### config.mk
export PLATFORM = sky130hd
export DESIGN_NAME = trinity_mutation_scheduler
export DESIGN_NICKNAME = d
export VERILOG_FILES = /design/src/rtl/trinity_pkg.sv /design/src/rtl/trinity_trit_sat_add.sv /design/src/rtl/trinity_mutation_scheduler.sv
export SDC_FILE = /design/constraint.sdc
export NUM_CORES = 1
export LEC_CHECK = 0
export CAP_MARGIN = 20
export CORE_MARGIN = 3
export CORE_UTILIZATION = 45
export CTS_BUF_LIST = sky130_fd_sc_hd__clkbuf_4
export CTS_CLUSTER_DIAMETER = 200
export DETAILED_ROUTE_END_ITERATION = 8
export GPL_TIMING_DRIVEN = 1
export PLACE_DENSITY = 0.72
export SLEW_MARGIN = 20
export SYNTH_ARGS = -nofsm -noshare
export SYNTH_HDL_FRONTEND = slang
export SYNTH_HIERARCHICAL = 1
export SYNTH_SLANG_ARGS = --single-unit
### constraint.sdc
create_clock -name clk -period 2.64 [get_ports clk]
set_input_delay 0.528 -clock clk [delete_from_list [all_inputs] [get_ports clk]]
set_output_delay 0.528 -clock clk [all_outputs]
set_load 0.02 [all_outputs]
### src/rtl/trinity_pkg.sv
// rtl/trinity_pkg.sv - shared trit encodings, scheduler state type and trit normaliser
package trinity_pkg;

  localparam logic [1:0] TRIT_Z = 2'b00;
  localparam logic [1:0] TRIT_P = 2'b01;
  localparam logic [1:0] TRIT_N = 2'b10;

  typedef enum logic [1:0] {
    ST_IDLE  = 2'd0,
    ST_FETCH = 2'd1,
    ST_APPLY = 2'd2,
    ST_DONE  = 2'd3
  } sched_state_t;

  // The unused code 11 is folded onto Z so it can never propagate.
  function automatic logic [1:0] trit_norm(input logic [1:0] t);
    return (t == 2'b11) ? TRIT_Z : t;
  endfunction

endpackage

### src/rtl/trinity_trit_sat_add.sv
// rtl/trinity_trit_sat_add.sv - combinational saturating ternary add of two trits
module trinity_trit_sat_add (
  input  logic [1:0] a,
  input  logic [1:0] b,
  output logic [1:0] y
);
  import trinity_pkg::*;

  logic [1:0] a_n;
  logic [1:0] b_n;

  always_comb begin
    a_n = trit_norm(a);
    b_n = trit_norm(b);
    y   = TRIT_Z;
    if (a_n == TRIT_Z)
      y = b_n;
    else if (b_n == TRIT_Z)
      y = a_n;
    else if (a_n == b_n)
      y = a_n;
    else
      y = TRIT_Z;
  end

endmodule

### src/rtl/trinity_mutation_scheduler.sv
// rtl/trinity_mutation_scheduler.sv - walks the weight memory once per generation applying sequencer mutations
module trinity_mutation_scheduler #(
  parameter int ADDR_W = 10
) (
  input  logic              clk,
  input  logic              rst_n,
  input  logic              start,
  input  logic              abort,
  input  logic [ADDR_W:0]   len,
  output logic              busy,
  output logic              done,
  output logic              aborted,
  output logic              seq_enable,
  input  logic [1:0]        mutation_trit,
  output logic [ADDR_W-1:0] mem_addr,
  output logic              mem_re,
  input  logic [1:0]        mem_rdata,
  output logic              mem_we,
  output logic [1:0]        mem_wdata,
  output logic [ADDR_W:0]   mut_count,
  output logic [15:0]       gen_count
);
  import trinity_pkg::*;

  localparam logic [ADDR_W-1:0] ADDR_ONE = {{(ADDR_W-1){1'b0}}, 1'b1};
  localparam logic [ADDR_W:0]   LEN_ONE  = {{ADDR_W{1'b0}}, 1'b1};

  sched_state_t      state;
  sched_state_t      state_nx;
  logic [ADDR_W-1:0] addr;
  logic [ADDR_W:0]   len_q;
  logic [ADDR_W:0]   len_m1;
  logic              last_addr;
  logic              aborted_q;
  logic              mut_nz;
  logic              walking;
  logic              write_en;
  logic [1:0]        sum;

  trinity_trit_sat_add u_sat_add (
    .a (mem_rdata),
    .b (mutation_trit),
    .y (sum)
  );

  assign len_m1    = len_q - LEN_ONE;
  assign last_addr = ({1'b0, addr} == len_m1);
  assign mut_nz    = (trit_norm(mutation_trit) != TRIT_Z);
  assign walking   = (state == ST_FETCH) || (state == ST_APPLY);
  // Abort in APPLY kills the write in the same cycle, so mem_we is combinational on abort.
  assign write_en  = (state == ST_APPLY) && !abort && mut_nz;

  always_ff @(posedge clk or negedge rst_n) begin
    if (!rst_n)
      state <= ST_IDLE;
    else
      state <= state_nx;
  end

  always_comb begin
    state_nx = state;
    case (state)
      ST_IDLE: begin
        if (start)
          state_nx = (len == '0) ? ST_DONE : ST_FETCH;
      end
      ST_FETCH: state_nx = abort ? ST_IDLE : ST_APPLY;
      ST_APPLY: begin
        if (abort)
          state_nx = ST_IDLE;
        else if (last_addr)
          state_nx = ST_DONE;
        else
          state_nx = ST_FETCH;
      end
      ST_DONE: state_nx = ST_IDLE;
      default: state_nx = ST_IDLE;
    endcase
  end

  always_comb begin
    busy       = (state != ST_IDLE);
    done       = (state == ST_DONE);
    aborted    = aborted_q;
    seq_enable = (state == ST_FETCH);
    mem_re     = (state == ST_FETCH);
    mem_addr   = walking ? addr : '0;
    mem_we     = write_en;
    mem_wdata  = write_en ? sum : TRIT_Z;
  end

  // The address counter only advances when another visit follows, so it never wraps.
  always_ff @(posedge clk or negedge rst_n) begin
    if (!rst_n) begin
      addr      <= '0;
      len_q     <= '0;
      aborted_q <= 1'b0;
      mut_count <= '0;
      gen_count <= '0;
    end else begin
      aborted_q <= walking && abort;
      case (state)
        ST_IDLE: begin
          if (start) begin
            len_q     <= len;
            addr      <= '0;
            mut_count <= '0;
          end
        end
        ST_APPLY: begin
          if (!abort) begin
            if (mut_nz)
              mut_count <= mut_count + LEN_ONE;
            if (!last_addr)
              addr <= addr + ADDR_ONE;
          end
        end
        ST_DONE: gen_count <= gen_count + 16'd1;
        default: ;
      endcase
    end
  end

endmodule

; Word-level counts from Yosys, hierarchy flattened
; Index checks and enable logic that the tools add are counted.
[classes]
addsub = 4
n_eq_ne = 11
mux = 21
n_reduce_logical = 15
[ops]
columns = cell, n
row1 = 2-to-1 mux 10 bit, 4
row2 = 2-to-1 mux 11 bit, 3
row3 = 2-to-1 mux 2 bit, 11
row4 = case mux 11 bit (2 select lines), 1
row5 = case mux 10 bit (2 select lines), 1
row6 = "adder 16 x 1 -> 16 bit, second input constant", 1
row7 = "adder 11 x 1 -> 11 bit, second input constant", 1
row8 = == test 10 x 11 -> 1 bit, 1
row9 = zero test 11 bit, 1
row10 = "subtractor 11 x 1 -> 11 bit, second input constant", 1
row11 = "adder 10 x 1 -> 10 bit, second input constant", 1
row12 = "== test 2 bit, second input constant", 4
row13 = "inequality test 2 bit, second input constant", 4
row14 = case mux 2 bit (4 select lines), 1
row15 = AND reduction 4 bit, 2
row16 = zero test 2 bit, 3
row17 = nonzero test 2 bit, 3
row18 = logical AND 1 bit, 3
row19 = "== test 2 x 1 -> 1 bit, second input constant", 1
row20 = == test 2 bit, 1
row21 = AND reduction 2 bit, 1
row22 = zero test 1 bit, 1
row23 = logical OR 1 bit, 1
[word_totals]
regBits = 51
in_bits = 19
output_inout_bits = 45
word_cells = 57

; Logic depth before layout (Yosys ltp)
[logic_depth]
ltp_word = 7
mapped_depth = 10
ltp_nobuf = 9

; Cells and area by module
; The synthesis kept the hierarchy.
[modules_own_cells]
columns = module, instances, cells_each, area_per_inst_um2, seq_area_each_um2
row1 = trinity_mutation_scheduler, 1, 293, 2870.3, 1276.2
row2 = trinity_trit_sat_add, 1, 17, 121.4, 0.0

; Worst setup path before layout
; OpenSTA, ideal clock, no wires.
[synth_timing]
path_kind = reg-to-reg
start = reg len_q[0]
end = reg addr[8]
setup_time_ns = 0.078
t_arrival_ns = 2.451
t_required_ns = 2.562
slack_ns = 0.110
path_stages_with_launch = 11
path_buffers = 1
synth_period_minus_slack_ns = 2.530
cell_sequence = dfrtp_1 inv_1 ha_1 clkbuf_1 nor2b_1 nand3_1 and3_1 nor4_4 o311ai_1 or4b_1 a21oi_1
[synth_between]
elab_chain_len = 4
[synth_lines]
columns = element, line
row1 = from (decl), trinity_mutation_scheduler.sv:31  ; logic [ADDR_W:0] len_q;
row2 = from (signal assigned), trinity_mutation_scheduler.sv:105  ; len_q <= len;
row3 = subtractor 11 x 1 -> 11 bit, trinity_mutation_scheduler.sv:46  ; assign len_m1 = len_q - LEN_ONE;
row4 = == test 10 x 11 -> 1 bit, trinity_mutation_scheduler.sv:47  ; assign last_addr = ({1'b0, addr} == len_m1);
row5 = inequality test 2 bit (no source line), n/a
row6 = AND reduction 4 bit (no source line), n/a
row7 = to (signal assigned), trinity_mutation_scheduler.sv:115  ; addr <= addr + ADDR_ONE;
row8 = to (decl), trinity_mutation_scheduler.sv:30  ; logic [ADDR_W-1:0] addr;
; Every way passes these cells.
; A chain may end at the register's enable or synchronous reset.

; Worst setup path in the final report
[layout_timing]
start = in mem_rdata[0]
end = out mem_wdata[0]
[layout_between]
elab_chain_len = 7
elab_cells_between_ends = 8
classes_between = 2 x eq/ne / 5 x mux / 1 x reduce/logical
[layout_lines]
columns = element, line
row1 = from (decl), trinity_mutation_scheduler.sv:17  ; input logic [1:0] mem_rdata,
row2 = == test 2 bit, trinity_pkg.sv:17  ; return (t == 2'b11) ? TRIT_Z : t;
row3 = 2-to-1 mux 2 bit *, trinity_pkg.sv:17
row4 = == test 2 bit, trinity_trit_sat_add.sv:20  ; else if (a_n == b_n)
row5 = 2-to-1 mux 2 bit, trinity_trit_sat_add.sv:20
row6 = 2-to-1 mux 2 bit, trinity_trit_sat_add.sv:18  ; else if (b_n == TRIT_Z)
row7 = 2-to-1 mux 2 bit *, trinity_trit_sat_add.sv:16  ; if (a_n == TRIT_Z)
row8 = net sum[0], trinity_mutation_scheduler.sv:38  ; logic [1:0] sum;
row9 = 2-to-1 mux 2 bit *, trinity_mutation_scheduler.sv:89  ; mem_wdata = write_en ? sum : TRIT_Z;
row10 = to (decl), trinity_mutation_scheduler.sv:19  ; output logic [1:0] mem_wdata,
; The timed path passes the listed nets; every way through them passes the cells marked *.

==> run_results.csv <==
group,metric,value,unit
pwr,vdd_drop_max,0.514,mV
timing,setup_viol,0,
critical_path,max_stage_delay,0.47,ns
timing,setup_tns,0,ns
routing,routed_wl,6.73,mm
critical_path,r2r_end,"addr[6]",
timing,slew_violations,0,
status,status,"finished, final reports clean",
hold_path,worstHoldPathType,"input pin to async pin",
critical_path,cp_max_fo,3,
placement,place_hpwl,5.16,mm
cts,clkTransAtPathRegs,0.15,ns
critical_path,setup.worst_path.end,"mem_wdata[0]",
placement,post-place-ws,-0.344,ns
yosys,syn_area,2990,sq um
global_route,gr-total-overflow,0,
yosys,synth_flop_cell,"dfrtp_1",
critical_path,critPathLaunch,"mem_rdata[0]",
final_layout,final_nets,423,
final_layout,num_antenna_cells,0,
final_layout,final_util,61.6,%
final_layout,layout.area.seq,1280,sq um
timing,max_slew_margin,56.8,%
timing,skew,0.00836,ns
cts,cts_sinks,51,
global_route,grt_max_degree,52,
die,core-area,6390,sq um
die,die_h,87.5,um
critical_path,crit_slowest_cell,"clkdlybuf4s50_1",
global_route,first_global_vias,2571,
routing,route.detailed.drc,0,
yosys,ys_types,41,
timing,worstMarginPinSlew,0.648,ns
routing,dr.pass1.iters,4,
final_layout,multi_input_area,1650,sq um
cts,clk_path_buf_depth,2,
final_layout,finalNonFillerCells,469,
global_route,antenna_found_initial,0,
yosys,synthCells,310,
final_layout,n_fill_cell,552,
yosys,yosysWarnings,6,
die,start_util,46.8,%
timing,fin_crit,2.58,ns
placement,place.gp.congestion,0.862,
routing,vias,2522,
cts,clk_latency,0.37,ns
global_route,grt_usage,18.7,%
yosys,yosysTopAreaCellShare,42.7,%
cts,cts-buffers-inserted,5,
critical_path,critPathKind,"input pin to output pin",
yosys,ys_async_sr_fraction,100,%
critical_path,worst_setup_path_end_kind,"output pin",
cts,root_buffer,"clkbuf_4",
critical_path,cp-start-kind,"input pin",
critical_path,rrSetupSlack,0.23,ns
timing,post-route-period-util,97.6,%
timing,rsz0062_at_grt,"false",
die,rows,29,
die,die-area,7660,sq um
yosys,syn_nets,341,
yosys,synth_sequential_area_ratio,42.7,%
yosys,syn_area_per_cell,9.65,sq um
yosys,ys_seq_elements,51,
routing,post_drt_wl_per_cell,14.4,um
routing,antenna_left,0,
final_layout,areaGrowthSynthToFinish,31.4,%
die,chipWidth,87.5,um
timing,layout_setup_ws,0.0630,ns
final_layout,final_layout_size_suffix_gt1_share,14.0,%
pwr,leakagePower,1.77,nW
yosys,synth_area_leaders,"dfrtp_1, xor2_1, ha_1",
timing,clock.fmax,388,MHz
placement,placed_cells,461,
cts,htree_levels,2,
timing,worst_hold_slack,0.252,ns
critical_path,path_cells,"clkdlybuf4s50_1, inv_1, ha_1, nor2b_1, a22oi_1, nand2_1, and2_1, buf_2",
timing,timing.final.hold_violations,0,
critical_path,reg2regPathDepth,9,
placement,io_buffers,63,
pwr,power.density,748,nW/um^2
yosys,synth_edf_count,0,
job,cap_violations,0,
die,io_pins,64,
critical_path,cp.required,2.11,ns
critical_path,r2r-start,"len_q[5]",
routing,drtIter0Drc,125,
critical_path,arrival,2.05,ns
yosys,synth_area_leader_cell,"dfrtp_1",
routing,vias_per_cell,5.38,
global_route,grt_pass1_wl,11.6,mm
cts,cts_tree,"built",
-- how the worst min path moves through the flow --
| stage | from | endpoint | slack (ns) |
|---|---|---|---|
| final | rst_n | mut_count[4] | 0.25 |
| after global routing | rst_n | gen_count[2] | 0.28 |
| after CTS | rst_n | mut_count[4] | 0.27 |
| after detailed placement | gen_count[15] | gen_count[15] | 0.47 |
| after global placement | gen_count[15] | gen_count[15] | 0.46 |
| after floorplan | rst_n | aborted | 0.23 |
-- synth_stat cells, types with 2 or more instances --
cell      instances
o21a_1            3
and3_1           12
inv_1            13
nand2b_1          4
xnor2_1          17
nand2_1          26
dfrtp_1          51
and2_1           15
nor3_1            4
or2_2             3
nor4_4            2
nand4_1           7
mux2_2           13
nor2_1           21
ha_1             12
a22o_1            3
nor2b_1           6
o31ai_1           4
a31oi_1           3
nor4_1            3
a21oi_1          13
nand3_1           8
a22oi_1           2
xor2_1           19
or3_1             9
clkbuf_1          9
o21ai_0          14
-- layer usage --
metal / global-route usage (%) / wire (um)
met4: 3.63 / 50
met3: 4.89 / 315
met1: 23.7 / 3020
met2: 32.4 / 3350
met5: 0 / 0
-- cells by family after synthesis --
group / after synthesis / share of synthesized area [%]
fa+ha+maj: 12 / 5.02
xor+xnor: 36 / 10.5
buf+inv: 23 / 3.01
compound gates: 51 / 11.1
flops: 51 / 42.7
mux: 13 / 4.89
simple gates: 124 / 22.8
-- where the power goes --
part | internal (mW) | switching (mW) | leakage (nW)
logic | 0.686 | 0.699 | 1.05
registers | 0.927 | 0.189 | 0.679
clock network | 0.194 | 0.246 | 0.0373
-- cells in the final DEF, fill, tap and decap left out, types with 9 or more instances in the layout --
master	netlist	final
and2_1	15	15
or3_1	9	9
mux2_2	13	13
xor2_1	19	19
clkdlybuf4s50_1	0	58
nand2_1	26	26
inv_1	13	13
nor2_1	21	21
xnor2_1	17	17
ha_1	12	10
and3_1	12	12
a21oi_1	13	13
dfrtp_1	51	50
buf_4	1	22
o21ai_0	14	14
-- cell type report --
type                       count  share of cell area [%]
tap                           77                    2.45
clock inverter                 2                   0.955
clock buffer                   5                   0.955
inverter                      13                    1.24
sequential                    51                    32.5
multi-input combinational    236                    42.0
timing repair buffer          85                    19.9
-- worst max-delay path: cells and delay by family --
family / cells / cell delay (ns)
buffers and inverters: 3 / 0.69
AO/OA/AOI/OAI: 1 / 0.11
AND/OR/NAND/NOR: 3 / 0.39
adder cells (fa/ha/maj): 1 / 0.34
-- metrics by stage --
| stage | area, sq um | total power [mW] |
|---|---|---|
| 2_1_floorplan | 2990 | 1.94 |
| 3_3_place_gp | 3830 | 2.41 |
| 3_5_place_dp | 3830 | 2.45 |
| 4_1_cts | 3900 | 2.90 |
| 5_1_grt | 3930 | 3.15 |
| 6_report | 3930 | 2.94 |
-- sequential cells by signal (all words and copies together) (netlist names) --
| signal | count |
|---|---|
| gen_count | 16 |
| addr | 10 |
| state | 2 |
| len_q | 11 |
| aborted | 1 |
| mut_count | 11 |
-- repair_timing --
action	in CTS	in global routing
setup endpoints to repair	13	19
pin swaps	0	1
cloned	0	0
resized for setup	10	6
hold buffers	0	0
buffers inserted	0	1
Note: power is estimated with default switching activity, not from simulation.
